## config.mk

```make
export PLATFORM = sky130hd
export DESIGN_NAME = ceespu_int_ctrl
export DESIGN_NICKNAME = d
export VERILOG_FILES = /design/src/rtl/ceespu_int_ctrl.sv
export SDC_FILE = /design/constraint.sdc
export NUM_CORES = 1
export LEC_CHECK = 0
export CAP_MARGIN = 30
export CORE_ASPECT_RATIO = 0.6
export CORE_MARGIN = 2
export CORE_UTILIZATION = 44
export DETAILED_ROUTE_END_ITERATION = 16
export GPL_TIMING_DRIVEN = 0
export PLACE_DENSITY_LB_ADDON = 0.3
export SYNTH_ARGS = -nofsm -noshare
export SYNTH_HDL_FRONTEND = slang
export SYNTH_SLANG_ARGS = --single-unit
export TNS_END_PERCENT = 5
```

## constraint.sdc

```tcl
create_clock -name I_clk -period 5.1 [get_ports I_clk]
set_input_delay 1.02 -clock I_clk [delete_from_list [all_inputs] [get_ports I_clk]]
set_output_delay 1.02 -clock I_clk [all_outputs]
set_load 0.03 [all_outputs]
```

## src/rtl/ceespu_int_ctrl.sv

```systemverilog
// ============================================================================
//  Module      : ceespu_int_ctrl
//  Description : Vectored interrupt controller for the ceespu core. It keeps
//                a pending register and a mask register, and a global enable
//                (gie). It raises one request at a time towards decode with a
//                fixed lowest-index-first priority. Handlers do not nest: a
//                new request is raised only after the running handler has
//                returned through c17 (reti) or has executed EINT 1.
//  Options     : define CEESPU_INT_EDGE_EN to latch pending bits on rising
//                edges of I_irq. An acknowledge clears the latched bit.
//                When the macro is not defined, pending is a registered copy
//                of the level on I_irq.
//  Revision    : 1.0  initial release
// ============================================================================
`default_nettype none

module ceespu_int_ctrl #(
  parameter int                 NUM_IRQ  = 8,
  parameter int                 VEC_W    = $clog2(NUM_IRQ),
  parameter logic [NUM_IRQ-1:0] MASK_RST = '1
) (
  input  logic               I_clk,
  input  logic               I_rst,
  input  logic [NUM_IRQ-1:0] I_irq,
  input  logic               I_mask_we,
  input  logic [NUM_IRQ-1:0] I_mask_data,
  input  logic               I_eint,
  input  logic               I_eint_val,
  input  logic               I_reti,
  input  logic               I_int_ack,
  output logic               O_int,
  output logic [VEC_W-1:0]   O_int_vector,
  output logic [NUM_IRQ-1:0] O_pending,
  output logic [NUM_IRQ-1:0] O_mask,
  output logic               O_in_service
);

  typedef enum logic [1:0] {
    ST_IDLE    = 2'd0,
    ST_REQ     = 2'd1,
    ST_SERVICE = 2'd2
  } state_t;

  state_t             r_state;
  state_t             w_state_nxt;
  logic               r_gie;
  logic               w_gie_nxt;
  logic [VEC_W-1:0]   r_vector;
  logic [VEC_W-1:0]   w_vector_nxt;
  logic [NUM_IRQ-1:0] r_pending;
  logic [NUM_IRQ-1:0] r_mask;
  logic [NUM_IRQ-1:0] w_active;
  logic [VEC_W-1:0]   w_lowest;
  logic               w_any;
  logic               w_eint_off;
  logic               w_eint_on;
  logic               w_vec_masked;

  // The request logic sees the registered mask, so a mask write takes effect
  // one cycle after its strobe.
  assign w_active = r_pending & r_mask;
  assign w_any    = |w_active;

  // EINT 0 and EINT 1 decoded once and reused across states.
  assign w_eint_off = I_eint & ~I_eint_val;
  assign w_eint_on  = I_eint &  I_eint_val;

  // A mask write in flight that clears the channel currently being requested.
  assign w_vec_masked = I_mask_we & ~I_mask_data[r_vector];

  // Lowest-index active channel wins. The loop scans downward so that the
  // last assignment made is the lowest index.
  always_comb begin
    w_lowest = '0;
    for (int i = NUM_IRQ - 1; i >= 0; i--) begin
      if (w_active[i]) begin
        w_lowest = VEC_W'(i);
      end
    end
  end

  // Next-state, gie and vector latch decisions for the request handshake.
  always_comb begin
    w_state_nxt  = r_state;
    w_gie_nxt    = r_gie;
    w_vector_nxt = r_vector;
    case (r_state)
      ST_IDLE: begin
        if (I_eint) begin
          w_gie_nxt = I_eint_val;
        end
        // An EINT 0 retiring in the same cycle blocks a request that would
        // otherwise start with interrupts already disabled.
        if (r_gie && !w_eint_off && w_any) begin
          w_state_nxt  = ST_REQ;
          w_vector_nxt = w_lowest;
        end
      end
      ST_REQ: begin
        // Decode's accept is final. It takes priority over any withdrawal
        // that arrives in the same cycle.
        if (I_int_ack) begin
          w_gie_nxt   = 1'b0;
          w_state_nxt = ST_SERVICE;
        end else if (w_eint_off) begin
          w_gie_nxt   = 1'b0;
          w_state_nxt = ST_IDLE;
        end else begin
          if (w_eint_on) begin
            w_gie_nxt = 1'b1;
          end
          if (w_vec_masked) begin
            w_state_nxt = ST_IDLE;
          end
        end
      end
      ST_SERVICE: begin
        if (I_reti || w_eint_on) begin
          w_gie_nxt   = 1'b1;
          w_state_nxt = ST_IDLE;
        end
      end
      default: begin
        w_state_nxt = ST_IDLE;
      end
    endcase
  end

  // State, gie and vector registers. Reset drops any request or handler that
  // is in progress and leaves no acknowledge side effects.
  always_ff @(posedge I_clk) begin
    if (I_rst) begin
      r_state  <= ST_IDLE;
      r_gie    <= 1'b1;
      r_vector <= '0;
    end else begin
      r_state  <= w_state_nxt;
      r_gie    <= w_gie_nxt;
      r_vector <= w_vector_nxt;
    end
  end

  // Mask register, written directly by software.
  always_ff @(posedge I_clk) begin
    if (I_rst) begin
      r_mask <= MASK_RST;
    end else if (I_mask_we) begin
      r_mask <= I_mask_data;
    end
  end

`ifdef CEESPU_INT_EDGE_EN
  localparam logic [NUM_IRQ-1:0] c_one = NUM_IRQ'(1);

  logic [NUM_IRQ-1:0] r_irq_prev;
  logic [NUM_IRQ-1:0] w_set;
  logic [NUM_IRQ-1:0] w_clr;

  assign w_set = I_irq & ~r_irq_prev;
  assign w_clr = (r_state == ST_REQ && I_int_ack) ? (c_one << r_vector) : '0;

  // Edge capture. The clear is applied before the set, so a new edge that
  // arrives with the acknowledge of the same channel is not lost.
  always_ff @(posedge I_clk) begin
    if (I_rst) begin
      r_irq_prev <= '0;
      r_pending  <= '0;
    end else begin
      r_irq_prev <= I_irq;
      r_pending  <= (r_pending & ~w_clr) | w_set;
    end
  end
`else
  // Level mode: pending follows the source one cycle later. Only the source
  // can withdraw a request.
  always_ff @(posedge I_clk) begin
    if (I_rst) begin
      r_pending <= '0;
    end else begin
      r_pending <= I_irq;
    end
  end
`endif

  assign O_int        = (r_state == ST_REQ);
  assign O_in_service = (r_state == ST_SERVICE);
  assign O_int_vector = r_vector;
  assign O_pending    = r_pending;
  assign O_mask       = r_mask;

endmodule

`default_nettype wire
```

Word-level counts from Yosys, hierarchy flattened --
Index checks and enable logic that the tools add are counted.
Cells by class: $lt $le $gt $ge 1, equal/unequal tests 7, muxes and demuxes 22, bitwise logic cells 6, reductions and logical operators 10
Operators by type and width (count):
- $mux W3 | 8
- $mux W2 | 5
- $and A8 B8 Y8 | 1
- $ne A4 B2 Y1 const B | 2
- $reduce_or A8 Y1 | 1
- $mux W1 | 6
- $pmux W2 S3 | 1
- $lt A3 B4 Y1 const B | 1
- $ne A2 B2 Y1 const B | 2
- $reduce_and A4 Y1 | 1
- $and A1 B1 Y1 | 3
- $bmux W1 S3 | 1
- $pmux W1 S3 | 1
- $reduce_and A3 Y1 | 1
- $reduce_bool A3 Y1 | 1
- $eq A2 B1 Y1 const B | 1
- $eq A2 B2 Y1 const B | 1
- $logic_and A1 B1 Y1 | 2
- $logic_not A2 Y1 | 1
- $ne A2 B1 Y1 const B | 1
- $not A1 Y1 | 2
- $reduce_and A2 Y1 | 1
- $logic_not A1 Y1 | 1
- $logic_or A1 B1 Y1 | 1
Storage, ports and cells: flip-flop bits (word level) 22, bits of input ports 23, word-level logic and storage cells 51

Longest topological paths before layout --
Gate-level depths: netlist (run 1).
word-level depth 9, gate-level depth with buffers 7, mapped depth without buffers 7

Least setup slack after synthesis (run 1) --
OpenSTA, ideal clock, no wires.
kind input-to-reg, start in I_mask_data[5], end reg r_state[0], library setup time 0.127 ns, data arrival time 2.357 ns, data required time 4.973 ns, slack 2.616 ns, stages on the path 6, path buffers 0, cells stage by stage mux4_2 -> nor2b_1 -> a211o_1 -> a221o_1 -> mux2i_1 -> nor2_1
Between the ends: cells in the longest elaborated chain, start to end 6
RTL lines:
- start: declaration | RTL line 26 | input logic [NUM_IRQ-1:0] I_mask_data,
- $bmux W1 S3 | RTL line 69 | assign w_vec_masked = I_mask_we & ~I_mask_data[r_vector];
- $mux W1 (not written as such) | RTL line 69
- $not A1 Y1 | RTL line 69
- $and A1 B1 Y1 | RTL line 69
- $ne A4 B2 Y1 (no line)
- $reduce_and A3 Y1 (no line)
- end signal: assignment | RTL line 137 | r_state <= w_state_nxt;
- end: declaration | RTL line 44 | state_t r_state;
Every way passes these cells. The select of a mux whose other input is x is not followed. A chain may end at the register's enable or synchronous reset.

Worst setup path after layout (run 1) --
Ends and elaborated chain as after synthesis.

==> flow_summary.ini, run 1 <==
[logic_synthesis]
synth.distinct_cells = 25
synth_top_area_share_pct = 42.9
netlist_instances = 109
seq_area_frac_synth_pct = 42.9
syn-cell-area_sq_mm = 0.00103
ys_ff_latch = 22
syn_nets = 137
syn_avg_cell_area_sq_um = 9.42
yosys.area.top_type = dfxtp_1
synthTopCellsByArea = dfxtp_1 43%, nor2b_1 10%, a211o_1 8.5%
synth_warnings = 0

[setup_path]
endpoint_kind = flip-flop
reg2reg_depth = 6
cp.required_ps = 5230
critPathKind = in -> reg
crit_buf_inv = 1
r2r_end = r_state[0]
worstPathCellList = clkdlybuf4s50_1 -> mux4_2 -> nor2b_1 -> a211o_1 -> a221o_1 -> mux2i_1 -> nor2_1
startpoint_type = primary input
path_depth = 7
crit_fanout = 2
cp_slowest_cell = mux4_2
cp_data_arrival_time_ps = 2920
critPathTopFamily = multiplexers
r2r_slack_ps = 2990
slowest_delay_ps = 470
r2r_start = O_int_vector[0]

[placement]
gp_congestion = 0.812
port_buffers = 43
dpl_cell_area_sq_mm = 0.00150
dpl.cell_count = 182
hpwlAfterDp_um = 2090
dp_slack_ps = 2080

[worst_hold_path]
hold_start = r_state[1]
whs_path_depth = 2
hold_path_end = r_state[1]
hold_path_class = reg -> reg

[floorplanning]
die_w_um = 66.4
start_util_pct = 47.1
row_count = 13
die_h_um = 41.4
fp.coreArea_sq_mm = 0.00218
ios = 44
die-area_sq_mm = 0.00275

[clock_tree]
htree_num_levels = 1
cts_setup_buffers = 0
cts_sinks = 22
clk_latency_ps = 260
cts_tree = done
clkSlewWorstSetupHoldPaths_ps = 70
numCtsBuffers = 3
cts_max_path_buffers = 2
cts_resized = 0
cts_root_buf = clkbuf_8
postCtsHoldBufs = 0

[power_and_ir_drop]
ir_drop_mv = 0.203
clockPowerShare_pct = 19.4
internal-power_w = 0.000347
power_density_mw_per_mm2 = 345
pwr-share-comb_pct = 40.0
leakage_nw = 0.605
swShare_pct = 34.5
p_sw_w = 0.000183
p_seq_share_pct = 40.6

[grt]
grtUsageTotal_pct = 20.5
grt_max_degree = 12
grt_pass1_vias = 903
grt_pass1_wl_um = 4210
antenna_found_initial = 0
grt-ovfl-total = 0

[sta]
period_share_pct = 54.7
tns_ps = 0
setup-violations-final = 0
final_hold_viol_count = 0
tightest_slew_ps = 488
timing.final.ws_setup_ps = 2310
fin_crit_ps = 2790
fin_skew_ps = 8.23
drv_slew = 0
maxSlewHeadroom_pct = 67.5
max_freq_ghz = 0.358
rsz0062_at_grt = false

[layout]
drive_gt1_share_pct = 3.23
multi_input_area_sq_um = 561
diodes = 0
fin_nets = 185
layout.area.seq_sq_um = 440
nFillCells = 178
syn2layout_area_growth_pct = 49.6
finalInstanceArea_sq_mm = 0.00154
fin_cells = 185

[routing]
drtAntennaViolNets = 0
viasPerCell = 5.32
wl_per_cell_um = 14.0
vias = 985
finalWirelength_um = 2590
dr.pass1.iters = 4
drcViolationCount = 0
dr.first_iter.drc_count = 77

[run_status]
status = finished, final reports clean

[job]
maxCapViolations = 0
-- placed cells by master, fill, tap and decap left out --
master           count
a22o_1               1
a221o_1              1
dfxtp_1             22
a32o_1               1
a22oi_1              4
nor2_1               6
mux2i_1              5
a21oi_1              6
and2_1               1
clkbuf_8             3
nand3_1              2
o211ai_1             1
a211oi_1             1
o21ai_0              2
or3b_2               1
nor2b_1             17
and3_1               1
nand2b_1             2
nand2_1             10
nor3_1               1
clkdlybuf4s50_1     43
ha_1                 5
a211o_1             10
inv_1                4
mux4_2               1
clkbuf_1             3
o2111ai_1            1
-- worst register-to-register path, stage by stage (launching register included) --
cell	delay, ps
dfxtp_1	470
mux4_2	530
nor2b_1	150
a211o_1	230
a221o_1	390
mux2i_1	170
nor2_1	50
-- cell families (layout without fill, tap and decap cells) --
kind of cell	Yosys count	after routing	synth area share [%]
and+or+nand+nor	41	41	21.0
AOI/OAI and AO/OA	28	28	20.5
DFF	22	22	42.9
buffers and inverters	7	53	2.56
muxes	6	6	7.06
adders and majority gates	5	5	6.09
-- how the worst max path moves through the flow --
stage | from | end | slack [ps]
6_report | I_mask_data[5] | r_state[0] | 2310
5_1_grt | I_mask_data[5] | r_state[0] | 2260
4_1_cts | I_mask_data[5] | r_state[0] | 2330
3_5_place_dp | I_mask_data[5] | r_state[0] | 2080
3_3_place_gp | I_mask_data[5] | r_state[0] | 2080
2_1_floorplan | I_mask_data[5] | r_state[0] | 2620
-- synthesized netlist by cell type --
cell and count:
a211o_1 10, a211oi_1 1, a21oi_1 6, a221o_1 1
a22o_1 1, a22oi_1 4, a32o_1 1, and2_1 1
and3_1 1, clkbuf_1 3, dfxtp_1 22, ha_1 5
inv_1 4, mux2i_1 5, mux4_2 1, nand2_1 10
nand2b_1 2, nand3_1 2, nor2_1 6, nor2b_1 17
nor3_1 1, o2111ai_1 1, o211ai_1 1, o21ai_0 2
or3b_2 1
-- cell type report --
cell class / instances / share of cell area [%]
tap: 30 / 2.44
sequential: 22 / 28.7
inverter: 4 / 0.977
clock buffer: 3 / 2.69
buffer: 3 / 0.733
multi-input combinational: 80 / 36.5
timing repair buffer: 43 / 28.0
-- metrics by stage --
step	hold WS, ps	utilization (%)	power, W
final	498	70.5	0.000530
after floorplan	465	-	0.000351
after global routing	525	70.5	0.000559
after detailed placement	493	68.6	0.000428
after CTS	503	70.5	0.000530
after global placement	477	68.6	0.000423
-- sequential cells by signal (all words and copies together) (netlist names) --
| register | cells |
|---|---|
| r_gie | 1 |
| O_int_vector | 3 |
| O_mask | 8 |
| r_state | 2 |
| O_pending | 8 |
-- per-layer routing --
layer	part of all wire, %	GRT usage [%]	wire length (um)	vias up
met5	0	0	0	-
met3	7.0	6.78	181	2
li1	-	-	-	484
met1	49	30.3	1280	455
met4	0.39	4.08	10	0
met2	43	29.0	1120	44
-- power by group through the flow --
stage	combinational, W	sequential [W]	clock [W]
CTS	0.000211	0.000215	0.000104
detailed placement	0.000209	0.000219	0
global placement	0.000206	0.000217	0
floorplan	0.000114	0.000237	0
global route	0.000227	0.000219	0.000113
finish	0.000212	0.000215	0.000103
Note: power is estimated with default switching activity, not from simulation.
==> inputs of run 2 (changes only) <==
CORE_UTILIZATION = 41   (was 44)
clock period = 2.78 ns   (was 5.1 ns; I/O delays follow)
==> flow_summary.ini, run 2 (synthesized netlist as in run 1, its figures left out) <==
[power_and_ir_drop]
p_sw_w = 0.000349
ir_drop_mv = 0.306
swShare_pct = 34.4
leakage_nw = 0.613
p_seq_share_pct = 38.9
internal-power_w = 0.000667
pwr-share-comb_pct = 39.3
power_density_mw_per_mm2 = 656
clockPowerShare_pct = 21.8

[clock_tree]
cts_setup_buffers = 0
cts_sinks = 22
postCtsHoldBufs = 0
numCtsBuffers = 3
clkSlewWorstSetupHoldPaths_ps = 70
cts_root_buf = clkbuf_8
htree_num_levels = 1
clk_latency_ps = 260
cts_resized = 0
cts_max_path_buffers = 2
cts_tree = done

[floorplanning]
start_util_pct = 45.4
ios = 44
die-area_sq_mm = 0.00293
die_w_um = 68.6
row_count = 13
fp.coreArea_sq_mm = 0.00226
die_h_um = 42.8

[layout]
fin_nets = 185
diodes = 0
drive_gt1_share_pct = 3.85
finalInstanceArea_sq_mm = 0.00155
syn2layout_area_growth_pct = 50.9
mostFrequentLayoutCell = clkdlybuf4s50_1
most-common-layout-cells = 43 x clkdlybuf4s50_1, 22 x dfxtp_1, 17 x nor2b_1

[routing]
dr.pass1.iters = 4
vias = 998
viasPerCell = 5.37
dr.first_iter.drc_count = 52
wl_per_cell_um = 15.2
finalWirelength_um = 2830
drcViolationCount = 0
drtAntennaViolNets = 0

[grt]
grtUsageTotal_pct = 20.8
grt-ovfl-total = 0
grt_pass1_vias = 987
antenna_found_initial = 0
grt_pass1_wl_um = 4440
grt_max_degree = 13

[sta]
hold_slack_ps = 511
max_freq_ghz = 0.433
final_hold_viol_count = 0
fin_crit_ps = 2310
tns_ps = 0
fin_skew_ps = 3.35
period_share_pct = 83.2
tightest_slew_ps = 538
maxSlewHeadroom_pct = 64.2
rsz0062_at_grt = false
drv_slew = 0
setup-violations-final = 0

[setup_path]
crit_fanout = 2
cp.required_ps = 2910
crit_buf_inv = 1
critPathKind = in -> reg
startpoint_type = primary input
critPathTopFamily = multiplexers
path_depth = 7
cp_slowest_cell = clkdlybuf4s50_1
worstPathCellList = clkdlybuf4s50_1 -> mux4_2 -> nor2b_1 -> a211o_1 -> a221o_1 -> mux2i_1 -> nor2_1
r2r_slack_ps = 650
slowest_delay_ps = 460
cp_data_arrival_time_ps = 2450
endpoint_kind = flip-flop
reg2reg_depth = 6

[job]
maxCapViolations = 0

[worst_hold_path]
hold_path_class = reg -> reg
whs_path_depth = 2

[placement]
dpl_cell_area_sq_mm = 0.00150
hpwlAfterDp_um = 2300
gp_congestion = 0.841
port_buffers = 43

[run_status]
status = finished, final reports clean
[run 2: cell type report]
type	count	area (sq um)
inverters	4	15.0
plain buffers	3	11.3
clock buffers	4	55.1
repair buffers	43	430
well taps	30	37.5
fillers	180	711
flip-flops and latches	22	440
multi-input cells	80	561
[run 2: worst reg2reg max path: cells and delay by family, from the launching register on]
family           cells  cell delay, ps
multiplexers         2             700
AO/OA/AOI/OAI        2             620
flip-flops           1             500
AND/OR/NAND/NOR      2             190
[run 2: path summary, 6_finish.rpt]
path,startpoint,end
max,I_mask_data[1],r_state[0]
min,r_state[1],r_state[1]
max reg2reg,O_int_vector[0],r_state[0]
min reg2reg,r_state[1],r_state[1]
[run 2: per-stage QoR]
step           util [%]  worst slack (ps)  total power (W)  cells
2_1_floorplan         -               627         0.000644    109
3_3_place_gp       66.1               220         0.000776    182
3_5_place_dp       66.1               220         0.000799    182
4_1_cts            68.6               483          0.00102    186
5_1_grt            68.6               457          0.00107    186
6_report           68.6               468          0.00102    186
[run 2: routing by layer]
metal,GRT usage (%),share of wire (%),vias up
met3,5.84,6.5,8
met1,27.5,47,459
li1,-,-,484
met4,6.80,1.5,0
met2,32.3,44,47
met5,0,0,-
[run 2: power groups by stage]
stage / logic (W) / clock network, W / registers [W]
after CTS: 0.000399 / 0.000227 / 0.000394
after global routing: 0.000429 / 0.000243 / 0.000400
after detailed placement: 0.000397 / 0 / 0.000401
after floorplan: 0.000209 / 0 / 0.000435
final: 0.000399 / 0.000222 / 0.000396
after global placement: 0.000378 / 0 / 0.000398
==> inputs of run 3 (changes only) <==
CORE_UTILIZATION = 37   (was 41)
clock period = 1.95 ns   (was 2.78 ns; I/O delays follow)
==> flow_summary.ini, run 3 (synthesized netlist as in run 1, its figures left out) <==
[run_status]
status = complete, but fails checks
violations = setup timing

[setup_path]
critPathKind = reg -> reg
startpoint_type = flip-flop
slowest_delay_ps = 480
worstPathCellList = mux4_2 -> nor2b_1 -> a211o_1 -> a221o_1 -> mux2i_1 -> nor2_1
crit_buf_inv = 0
critPathTopFamily = multiplexers
cp_slowest_cell = mux4_2
cp_data_arrival_time_ps = 2080
crit_fanout = 5
endpoint_kind = flip-flop
cp.required_ps = 2080

[sta]
setup-violations-final = 1
rsz0062_at_grt = true
maxSlewHeadroom_pct = 68.8
final_hold_viol_count = 0
fin_skew_ps = 11.8
fin_crit_ps = 1950
max_freq_ghz = 0.512
timing.final.ws_setup_ps = -2.72
tightest_slew_ps = 469
drv_slew = 0
period_share_pct = 100

[routing]
vias = 960
drtAntennaViolNets = 0
finalWirelength_um = 2630
viasPerCell = 5.08
dr.pass1.iters = 4
drcViolationCount = 0
dr.first_iter.drc_count = 55
wl_per_cell_um = 13.9

[grt]
grt_max_degree = 13
grt_pass1_vias = 872
antenna_found_initial = 0
grt-ovfl-total = 0
grtUsageTotal_pct = 17.1
grt_pass1_wl_um = 4110

[floorplanning]
ios = 44
die_h_um = 44.8
row_count = 14
start_util_pct = 39.9
die-area_sq_mm = 0.00323
fp.coreArea_sq_mm = 0.00257
die_w_um = 72.0

[clock_tree]
cts_sinks = 22
clkSlewWorstSetupHoldPaths_ps = 80
cts_root_buf = clkbuf_8
cts_max_path_buffers = 2
postCtsHoldBufs = 0
htree_num_levels = 1
numCtsBuffers = 3
clk_latency_ps = 260
cts_tree = done

[power_and_ir_drop]
clockPowerShare_pct = 20.4
ir_drop_mv = 0.391
swShare_pct = 34.6
pwr-share-comb_pct = 39.0
power_density_mw_per_mm2 = 900
leakage_nw = 0.626
p_sw_w = 0.000482
internal-power_w = 0.000909
p_seq_share_pct = 40.6

[placement]
gp_congestion = 0.828
port_buffers = 43
hpwlAfterDp_um = 2090
dpl.cell_count = 184
dpl_cell_area_sq_mm = 0.00150

[job]
maxCapViolations = 0

[layout]
mostFrequentLayoutCell = clkdlybuf4s50_1
drive_gt1_share_pct = 4.46
multi_input_area_sq_um = 561
diodes = 0
finalInstanceArea_sq_mm = 0.00155
fin_nets = 186
layout.area.seq_sq_um = 444
fin_cells = 189
nFillCells = 200
most-common-layout-cells = 37 x clkdlybuf4s50_1, 21 x dfxtp_1, 17 x nor2b_1
syn2layout_area_growth_pct = 50.5

[worst_hold_path]
hold_path_class = in -> reg
==> run 3: cell types whose count changed in the layout (fill, tap and decap cells not counted), sizes merged <==
cell	delta
buf	+1
clkdlybuf4s50	-6
dlygate4sd2	+6
==> run 3: path summary, 6_finish.rpt <==
check | from | end | slack [ps] | depth (start not counted)
worst max-delay path | O_int_vector[0] | r_state[0] | -3 | 6
worst min-delay path | I_mask_data[0] | O_mask[0] | 500 | 2
worst max register to register | O_int_vector[0] | r_state[0] | -3 | 6
worst min register to register | O_int_vector[0] | O_int_vector[0] | 520 | 2
==> run 3: metal layers <==
| metal | wire length, um | part of all wire, % | GRT usage (%) | vias up |
|---|---|---|---|---|
| met1 | 1310 | 50 | 24.4 | 430 |
| li1 | - | - | - | 487 |
| met5 | 0 | 0 | 0 | - |
| met3 | 203 | 7.7 | 6.25 | 4 |
| met4 | 23 | 0.88 | 2.26 | 0 |
| met2 | 1090 | 42 | 25.6 | 39 |
==> run 3: timing repair <==
item | CTS | global route
setup buffers | 0 | 1
endpoints found under the hold margin | 0 | 0
pin swaps | 1 | 1
setup endpoints to repair | 4 | 2
resized for setup | 6 | 0
==> run 3: layout make-up <==
class | instances | share of cell area, %
buffer | 3 | 0.728
tap | 32 | 2.59
multi-input combinational | 80 | 36.2
inverter | 4 | 0.971
sequential | 22 | 28.7
clock buffer | 4 | 2.91
timing repair buffer | 44 | 27.8
==> run 3: power by group through the flow <==
stage,combinational (W),clock [W],sequential (W)
final,0.000542,0.000284,0.000565
after global routing,0.000589,0.000305,0.000572
after CTS,0.000536,0.000286,0.000565
after detailed placement,0.000545,0,0.000575
after global placement,0.000539,0,0.000571
after floorplan,0.000298,0,0.000623
==> run 3: metrics by stage <==
step	setup slack (ps)	setup TNS (ps)	utilization, %	hold slack, ps	power (W)
floorplan	14.5	0	-	462	0.000921
global placement	-438	-825	58.3	478	0.00111
detailed placement	-476	-951	58.3	514	0.00112
CTS	-10.9	-10.9	59.8	488	0.00139
global route	-73.4	-79.4	60.1	507	0.00147
finish	-2.72	-2.72	60.1	498	0.00139
==> run 3: worst reg2reg max path: cells and delay by family (launching register included) <==
kind            cells  cell delay, ps
simple gates        2             190
compound gates      2             590
flops               1             380
mux                 2             640
